File: src/rtl/fm_pkg.sv
// Shared constants, CORDIC arctangent table and FSM state type for the FM modulator.
// All angles are Q.10 radians (1.0 = 1024).
package fm_pkg;

    localparam int Q_FRAC     = 10;
    localparam int PI_Q       = 3217;
    localparam int HALF_PI_Q  = 1608;
    localparam int TWO_PI_Q   = 6434;
    localparam int CORDIC_K_Q = 622;

    localparam int ATAN_Q [16] = '{804, 475, 251, 127, 64, 32, 16, 8, 4, 2, 1, 0, 0, 0, 0, 0};

    typedef enum logic [2:0] {
        IDLE,
        SCALE,
        WRAP,
        ROTATE,
        DONE
    } fm_mod_state_t;

endpackage

File: src/rtl/fm_modulator_cordic.sv
// Iterative rotation-mode CORDIC: one micro-rotation per cycle, done pulses ITER+1 cycles
// after start. The vector carries guard bits so shift truncation stays well under 1 LSB.
module cordic_rotate
    import fm_pkg::*;
#(
    parameter int DATA_WIDTH = 32,
    parameter int ITER       = 10,
    parameter int AMP        = 1024
) (
    input  logic                         clock,
    input  logic                         reset,
    input  logic                         start,
    input  logic signed [DATA_WIDTH-1:0] angle,
    output logic                         done,
    output logic signed [DATA_WIDTH-1:0] cos_o,
    output logic signed [DATA_WIDTH-1:0] sin_o
);

    localparam int GUARD = 6;
    localparam int W     = DATA_WIDTH + GUARD;
    localparam int X0    = (AMP * CORDIC_K_Q) / 1024;
    localparam logic signed [W-1:0] X_INIT = W'(X0 * (2 ** GUARD));
    localparam logic signed [W-1:0] RND    = W'(2 ** (GUARD - 1));
    localparam logic [4:0]          LAST   = 5'(ITER);

    logic signed [W-1:0]          xr, yr;
    logic signed [DATA_WIDTH-1:0] zr, atan_v;
    logic [4:0]                   idx;
    logic                         busy, done_r;

    assign atan_v = DATA_WIDTH'(ATAN_Q[idx[3:0]]);

    always_ff @(posedge clock or posedge reset) begin
        if (reset) begin
            xr     <= '0;
            yr     <= '0;
            zr     <= '0;
            idx    <= '0;
            busy   <= 1'b0;
            done_r <= 1'b0;
        end else begin
            done_r <= 1'b0;
            if (start) begin
                xr   <= X_INIT;
                yr   <= '0;
                zr   <= angle;
                idx  <= '0;
                busy <= 1'b1;
            end else if (busy) begin
                if (idx == LAST) begin
                    busy   <= 1'b0;
                    done_r <= 1'b1;
                end else begin
                    if (zr >= 0) begin
                        xr <= xr - (yr >>> idx);
                        yr <= yr + (xr >>> idx);
                        zr <= zr - atan_v;
                    end else begin
                        xr <= xr + (yr >>> idx);
                        yr <= yr - (xr >>> idx);
                        zr <= zr + atan_v;
                    end
                    idx <= idx + 5'd1;
                end
            end
        end
    end

    assign done  = done_r;
    assign cos_o = DATA_WIDTH'((xr + RND) >>> GUARD);
    assign sin_o = DATA_WIDTH'((yr + RND) >>> GUARD);

endmodule

File: src/rtl/fm_modulator.sv
// FM modulator: audio*gain phase increment into a wrapped accumulator, quadrant fold,
// CORDIC rotation to AMP*cos/sin, registered I/Q outputs.
module fm_modulator
    import fm_pkg::*;
#(
    parameter int DATA_WIDTH = 32,
    parameter int ITER       = 10,
    parameter int AMP        = 1024
) (
    input  logic                         clock,
    input  logic                         reset,
    input  logic                         start,
    input  logic signed [DATA_WIDTH-1:0] audio,
    input  logic signed [DATA_WIDTH-1:0] gain,
    output logic                         ready,
    output logic                         done,
    output logic signed [DATA_WIDTH-1:0] x,
    output logic signed [DATA_WIDTH-1:0] y
);

    localparam int W2 = 2 * DATA_WIDTH;
    localparam logic signed [DATA_WIDTH-1:0] PI_W     = DATA_WIDTH'(PI_Q);
    localparam logic signed [DATA_WIDTH-1:0] HALF_W   = DATA_WIDTH'(HALF_PI_Q);
    localparam logic signed [DATA_WIDTH-1:0] TWO_PI_W = DATA_WIDTH'(TWO_PI_Q);
    localparam logic signed [W2-1:0]         Q_ONE    = W2'(2 ** Q_FRAC);

    fm_mod_state_t state, state_next;

    logic signed [DATA_WIDTH-1:0] audio_r, gain_r, phase, angle, delta, cos_v, sin_v;
    logic signed [W2-1:0]         product;
    logic                         neg, neg_next, in_range, cordic_start, cordic_done;

    assign product  = W2'(gain_r) * W2'(audio_r);
    assign delta    = DATA_WIDTH'(product / Q_ONE);
    assign in_range = (phase < PI_W) && (phase >= -PI_W);

    // Fold outer quadrants into [-pi/2, pi/2] so the CORDIC stays inside its convergence range.
    always_comb begin
        angle    = phase;
        neg_next = 1'b0;
        if (phase > HALF_W) begin
            angle    = phase - PI_W;
            neg_next = 1'b1;
        end else if (phase < -HALF_W) begin
            angle    = phase + PI_W;
            neg_next = 1'b1;
        end
    end

    always_ff @(posedge clock or posedge reset) begin
        if (reset) state <= IDLE;
        else       state <= state_next;
    end

    always_comb begin
        state_next   = state;
        cordic_start = 1'b0;
        case (state)
            IDLE:   if (start) state_next = SCALE;
            SCALE:  state_next = WRAP;
            WRAP: begin
                if (in_range) begin
                    cordic_start = 1'b1;
                    state_next   = ROTATE;
                end
            end
            ROTATE: if (cordic_done) state_next = DONE;
            DONE:   state_next = IDLE;
            default: state_next = IDLE;
        endcase
    end

    always_ff @(posedge clock or posedge reset) begin
        if (reset) begin
            audio_r <= '0;
            gain_r  <= '0;
            phase   <= '0;
            neg     <= 1'b0;
            x       <= '0;
            y       <= '0;
        end else begin
            case (state)
                IDLE: begin
                    if (start) begin
                        audio_r <= audio;
                        gain_r  <= gain;
                    end
                end
                SCALE: phase <= phase + delta;
                WRAP: begin
                    if (phase >= PI_W)       phase <= phase - TWO_PI_W;
                    else if (phase < -PI_W)  phase <= phase + TWO_PI_W;
                    else                     neg   <= neg_next;
                end
                ROTATE: begin
                    if (cordic_done) begin
                        x <= neg ? -cos_v : cos_v;
                        y <= neg ? -sin_v : sin_v;
                    end
                end
                default: ;
            endcase
        end
    end

    cordic_rotate #(
        .DATA_WIDTH (DATA_WIDTH),
        .ITER       (ITER),
        .AMP        (AMP)
    ) u_cordic (
        .clock (clock),
        .reset (reset),
        .start (cordic_start),
        .angle (angle),
        .done  (cordic_done),
        .cos_o (cos_v),
        .sin_o (sin_v)
    );

    assign ready = (state == IDLE);
    assign done  = (state == DONE);

endmodule

File: config.mk
export PLATFORM = sky130hd
export DESIGN_NAME = fm_modulator
export DESIGN_NICKNAME = d
export VERILOG_FILES = /design/src/rtl/fm_pkg.sv /design/src/rtl/fm_modulator_cordic.sv /design/src/rtl/fm_modulator.sv
export SDC_FILE = /design/constraint.sdc
export NUM_CORES = 2
export LEC_CHECK = 0
export BUFFER_PORTS_ARGS = -buffer_cell sky130_fd_sc_hd__buf_4
export CAP_MARGIN = 10
export CORE_MARGIN = 4
export CORE_UTILIZATION = 64
export CTS_CLUSTER_DIAMETER = 60
export DETAILED_ROUTE_END_ITERATION = 7
export GPL_ROUTABILITY_DRIVEN = 0
export GPL_TIMING_DRIVEN = 0
export PLACE_DENSITY = 0.81
export SLEW_MARGIN = 20
export SYNTH_ARGS = -nofsm -noshare
export SYNTH_HDL_FRONTEND = slang
export SYNTH_SLANG_ARGS = --single-unit
File: constraint.sdc
create_clock -name clock -period 12.8 [get_ports clock]
set_clock_uncertainty 0.2 [all_clocks]
set_input_delay 1.28 -clock clock [delete_from_list [all_inputs] [get_ports clock]]
set_output_delay 1.28 -clock clock [all_outputs]
set_load 0.01 [all_outputs]
; ---- Word-level counts from Yosys, hierarchy flattened
; Memory sizes are Yosys's and may differ from the RTL's.
; Cells that the tools add are included.
[totals]
regBits = 279
mem_bits_ro = 512
input_bits = 67
word_cells = 105
n_memories = 1
[classes]
n_addsub = 17
n_mul = 1
magnitude_cmp = 8
n_eq_ne = 10
shift = 2
muxes = 38
bitwise = 4
reduce_logical = 11
[memory_table]
columns = memory, words, width, rd, rd_ports_with_merged_regs, write_ports, line
row1 = (no name shown), 16, 32, 1, 0, 0, fm_modulator_cordic.sv:31  ; assign atan_v = DATA_WIDTH'(ATAN_Q[idx[3:0]]);
[op_table]
columns = op, n
row1 = 32-bit 2-to-1 mux, 12
row2 = 38-bit 2-to-1 mux, 8
row3 = 38-bit adder, 2
row4 = 38-bit by 7-bit adder with 38-bit output (second input constant), 2
row5 = 38-bit by 5-bit >>> shifter with 38-bit output, 2
row6 = 38-bit subtractor, 2
row7 = 32-bit adder, 2
row8 = 32-bit by 13-bit greater-or-equal comparator with 1-bit output (second input constant), 2
row9 = 32-bit by 13-bit less-than comparator with 1-bit output (second input constant), 2
row10 = 32-bit by 32-bit multiplier with 64-bit output, 1
row11 = 32-bit negator, 2
row12 = 32-bit case mux with 2 select lines, 1
row13 = 32-bit by 1-bit adder with 32-bit output, 1
row14 = 32-bit by 13-bit adder with 32-bit output (second input constant), 1
row15 = 32-bit by 14-bit adder with 32-bit output (second input constant), 1
row16 = 32-bit by 1-bit greater-or-equal comparator with 1-bit output (second input constant), 1
row17 = 32-bit by 12-bit greater-than comparator with 1-bit output (second input constant), 1
row18 = 32-bit by 12-bit less-than comparator with 1-bit output (second input constant), 1
row19 = 32-bit by 13-bit subtractor with 32-bit output (second input constant), 1
row20 = 32-bit by 14-bit subtractor with 32-bit output (second input constant), 1
row21 = 32-bit subtractor, 1
row22 = 5-bit 2-to-1 mux, 3
row23 = 3-bit case mux with 4 select lines, 1
row24 = 1-bit 2-to-1 mux, 10
row25 = other kinds (19), 30

; ---- Logic depth before layout (Yosys ltp)
[logic_depth]
depth_word = 9
ltp_mapped = 47
depth_no_buf = 46

; ---- Hierarchy
; Synthesis repeated with hierarchy kept, for this count alone.
[hier_totals]
hier_cells = 7574
hier_area_um2 = 66279.8
[by_module_without_submodules]
columns = mod, instances, cells_each, area_per_inst_um2, seq_area_each_um2
row1 = fm_modulator, 1, 5114, 46947.5, 4103.9
row2 = cordic_rotate, 1, 2460, 19332.3, 2877.8

; ---- Least setup slack after synthesis
; Ideal clock, no wire load.
[synth_path]
kind = reg2reg
from = register audio_r[5]
to = register phase[30]
arrival_time_ns = 10.740
required_ns = 12.475
setup_slack_ns = 1.735
path_stages_with_launch = 45
n_path_buf = 1
period_less_slack_ns = 11.065
path_cell_list = dfrtp_1 -> clkbuf_1 -> nand2_1 -> fa_1 -> inv_1 -> fa_1 -> fa_1 -> inv_1 -> fa_1 -> inv_1 -> fa_1 -> inv_1 -> fa_1 -> inv_1 -> fa_1 -> fa_1 -> ha_1 -> nand3_1 -> (+9 left out) -> o31ai_1 -> xnor2_1 -> a41oi_1 -> fa_1 -> fa_1 -> a21oi_1 -> nor2_1 -> nor4_1 -> o31ai_1 -> a31oi_1 -> a21oi_1 -> a41oi_1 -> a31oi_1 -> a311oi_1 -> xnor2_1 -> nand2_1 -> o21ai_0 -> mux2_2
[synth_via]
elab_chain_cells = 6
[synth_rtl]
columns = element, line
row1 = start: declaration, fm_modulator.sv:29  ; logic signed [DATA_WIDTH-1:0] audio_r, gain_r, phase, angle, delta, cos_v, sin_v;
row2 = start signal: assignment, fm_modulator.sv:85  ; audio_r <= audio;
row3 = 32-bit by 32-bit multiplier with 64-bit output (*), fm_modulator.sv:33  ; assign product = W2'(gain_r) * W2'(audio_r);
row4 = 10-bit OR reduction (no source line), --
row5 = 1-bit bitwise AND (no source line), --
row6 = 32-bit by 1-bit adder with 32-bit output (no source line) (*), --
row7 = 32-bit adder (*), fm_modulator.sv:89  ; SCALE: phase <= phase + delta;
row8 = 32-bit case mux with 2 select lines (*), fm_modulator.sv:82  ; case (state)
row9 = end signal: assignment, fm_modulator.sv:89
row10 = end signal: assignment, fm_modulator.sv:91  ; if (phase >= PI_W) phase <= phase - TWO_PI_W;
row11 = end signal: assignment, fm_modulator.sv:92  ; else if (phase < -PI_W) phase <= phase + TWO_PI_W;
row12 = end: declaration, fm_modulator.sv:29
; Every way passes the cells marked *; elsewhere a longest branch is shown, timed or not.
; A chain may end at the register's enable or synchronous reset.

; ---- Worst setup path in the final report
[layout_path]
from = register gain_r[23]
to = register phase[30]
[layout_via]
elab_chain_cells = 5
[layout_rtl]
columns = element, line
row1 = start: declaration, fm_modulator.sv:29
row2 = start signal: assignment, fm_modulator.sv:86  ; gain_r <= gain;
row3 = 32-bit by 32-bit multiplier with 64-bit output (*), fm_modulator.sv:33
row4 = 1-bit bitwise AND (no source line), --
row5 = 32-bit by 1-bit adder with 32-bit output (no source line) (*), --
row6 = 32-bit adder (*), fm_modulator.sv:89
row7 = 32-bit case mux with 2 select lines (*), fm_modulator.sv:82
; Marked as above.

==> results.md <==
* Status: complete, but fails checks
* Violated checks: DRC
* Port Buffers at 132
* Critical-path top delay cell: buf_1
* Clock transition at path regs at 0.06 ns
* Slowest Stage Delay on Critical Path at 0.59 ns
* Startpoint types: flop
* Post-Syn Area at 64,000 um2
* Post-route ant nets at 0
* Hold Path Class: flop to flop
* H-tree Lvls at 2
* Pre-Repair DR Iteration Count at 8
* DRT iter0 DRCs at 8,217
* Fillers at 7,382
* Vias post-DR at 57.3k
* Max-slew violations at 0
* Syn_area_per_cell at 8.76 um2
* Hpwl dp at 173 mm
* Most frequent CP cell: fa_1
* DRC errors left at 230
* Endpoints failing setup at 0
* Synthesis-stage register bit count at 279
* Final hold violations at 0
* Yosys warning count at 0
* Max cap viols at 0
* Skew-Pair Late Insertion Delay at 0.68 ns
* Synth Net Count at 8,822
* Crit path capture type: flop
* Most frequent cells in the layout: inv_1 (1,151), fa_1 (1,085), nand2_1 (1,025), and2_1 (429), ha_1 (364)
* Ys async rst share at 1.00
* Vias in the first global route at 57.6k
* Worst-path fanout max at 10
* Synthesis-to-finish area growth at 8.05%
* Post-synth EDFFs at 0
* Global-route wire length before repair at 332 mm
* Mapped Cells at 7,301
* Req. time, crit path at 13.13 ns
* Post-DR wirelength/cell at 24.8 um
* Critical setup path kind: flop to flop
* Core Region at 98,700 um2
* Ranking of synthesized cells by area: fa_1 (34%), dfrtp_1 (11%), ha_1 (7.2%)
* Fin crit share at 0.985
* Commonest non-fill, non-tap cell in the layout: inv_1
* Initial antenna violation count at 23
* Vias per cell at 6.48
* Crit path DAT at 12.95 ns
* Final #Nets at 9,030
* Sum Neg Setup Slack at 0 ns
* CTS hold repair buffers at 0
* Root Driver: clkbuf_16
* Height of the die at 324 um
* Final wirelength at 219 mm
* Share of the synthesized area in the top cell type at 0.341
* Multi-input gate area at 51,200 um2
* Initial Util at 0.648
* Die span in x at 324 um
* Reg area at 7010 um2
* CTS sink cnt at 279
* Row cnt at 115
* Measured slew at the worst slew-check pin at 1.31 ns
* Dominant cell type by area after synthesis: fa_1
* Clock buffer depth at 3
* Max Fclk at 0.0793 GHz
* Rel. slew slack at 0.125
* Register area share after synthesis at 0.109
* Number of buffers created by CTS at 45
* Main synth FF type: dfrtp_1
* CTS tree: yes
* Share of layout cells above drive strength 1 at 0.0896
* Largest net degree at the start of global routing at 88
* Fin crit period at 12.61 ns
* Total GRT Usage at 0.420
* Die area at 105,000 um2
* IO Pins at 133
* Synth unique cells at 87
* GRT overflow at 0
-- cell usage after synthesis, drive strengths merged, types with 16 or more instances --
cell type / n
o21bai: 35
dfrtp: 279
nor3: 87
a31oi: 48
xor2: 140
mux2i: 51
or2: 16
nor2b: 31
a21oi: 350
buf: 55
mux2: 108
fa: 1088
nor2: 318
nand4: 45
o31ai: 38
o211ai: 17
and3: 46
a211oi: 39
nor4: 25
nand2b: 61
o21a: 42
or3: 32
nand2: 1026
ha: 366
nand3: 81
inv: 1156
mux4: 87
clkbuf: 366
o21ai: 289
a21o: 97
and2: 429
xnor2: 280
-- registers in the layout, indices dropped and copies added, names as in the netlist --
register / flops
audio_r: 32
gain_r: 32
neg: 1
phase: 32
state: 3
u_cordic.busy: 1
u_cordic.done: 1
u_cordic.idx: 5
u_cordic.xr: 38
u_cordic.yr: 38
u_cordic.zr: 32
x: 32
y: 32
-- stage by stage --
step                worst slack, ns  hold WS [ns]  utilization  instances  area, um2
floorplan                      1.74         0.276            -       7301      64000
global placement              -2.53         0.264        0.674       8720      66600
detailed placement            -2.71         0.271        0.676       8724      66700
CTS                        0.000620         0.283        0.696       8818      68700
global route                -0.0980         0.310        0.700       8836      69100
finish                        0.186         0.280        0.700       8848      69100
-- final cells by class --
class,count,share of cell area
well taps,1287,0.0233
multi-input cells,5445,0.741
inverters,1156,0.0631
clock buffers,51,0.0172
flip-flops and latches,279,0.101
diodes,15,0.000543
repair buffers,161,0.0190
clock inverters,33,0.00646
plain buffers,421,0.0284
-- cell families (layout without fill, tap and decap cells) --
| group | count (synthesis) | in the layout | synth area share |
|---|---|---|---|
| flip-flops | 279 | 279 | 0.109 |
| AND/OR/NAND/NOR | 2235 | 2235 | 0.165 |
| buffers and inverters | 1577 | 1822 | 0.0940 |
| multiplexers | 246 | 246 | 0.0576 |
| adder cells (fa/ha/maj) | 1455 | 1455 | 0.412 |
| AO/OA/AOI/OAI | 1089 | 1089 | 0.105 |
| XOR/XNOR | 420 | 420 | 0.0575 |
| other | 0 | 15 | 0 |
-- timing repair --
item                       in CTS  in global routing
setup endpoints to repair      31                  9
pin swaps                       5                 12
gates resized for setup       129                188
setup buffers                  10                 15
hold endpoints to repair        0                  0
cloned                          0                  0
-- routing by layer --
metal  global-route usage  wire (um)
met1                0.524      74200
met2                0.593      89700
met3                0.207      37700
met4                0.240      17000
met5              0.00998        422
-- path summary, 6_finish.rpt --
path	slack (ns)	startpoint	endpoint	cells after the start
hold / removal	0.28	x[5]	x[5]	2
setup reg to reg	0.19	gain_r[23]	phase[30]	45
min in group asynchronous	0.40	reset	audio_r[11]	2
hold reg to reg	0.28	x[5]	x[5]	2
setup / recovery	0.19	gain_r[23]	phase[30]	45
max in group asynchronous	10.38	reset	u_cordic.zr[10]	5
-- worst max-delay path: cells and delay by family, from the launching register on --
family / cells / cell delay (ns)
AOI/OAI and AO/OA: 18 / 3.92
xor gates and xnor gates: 2 / 0.58
adders and majority gates: 11 / 5.15
buffers and inverters: 8 / 1.05
DFF: 1 / 0.56
muxes: 1 / 0.29
and+or+nand+nor: 5 / 0.75
Power is not shown: default switching activity piles up to over one toggle a cycle in this logic, so the estimate is an artifact.
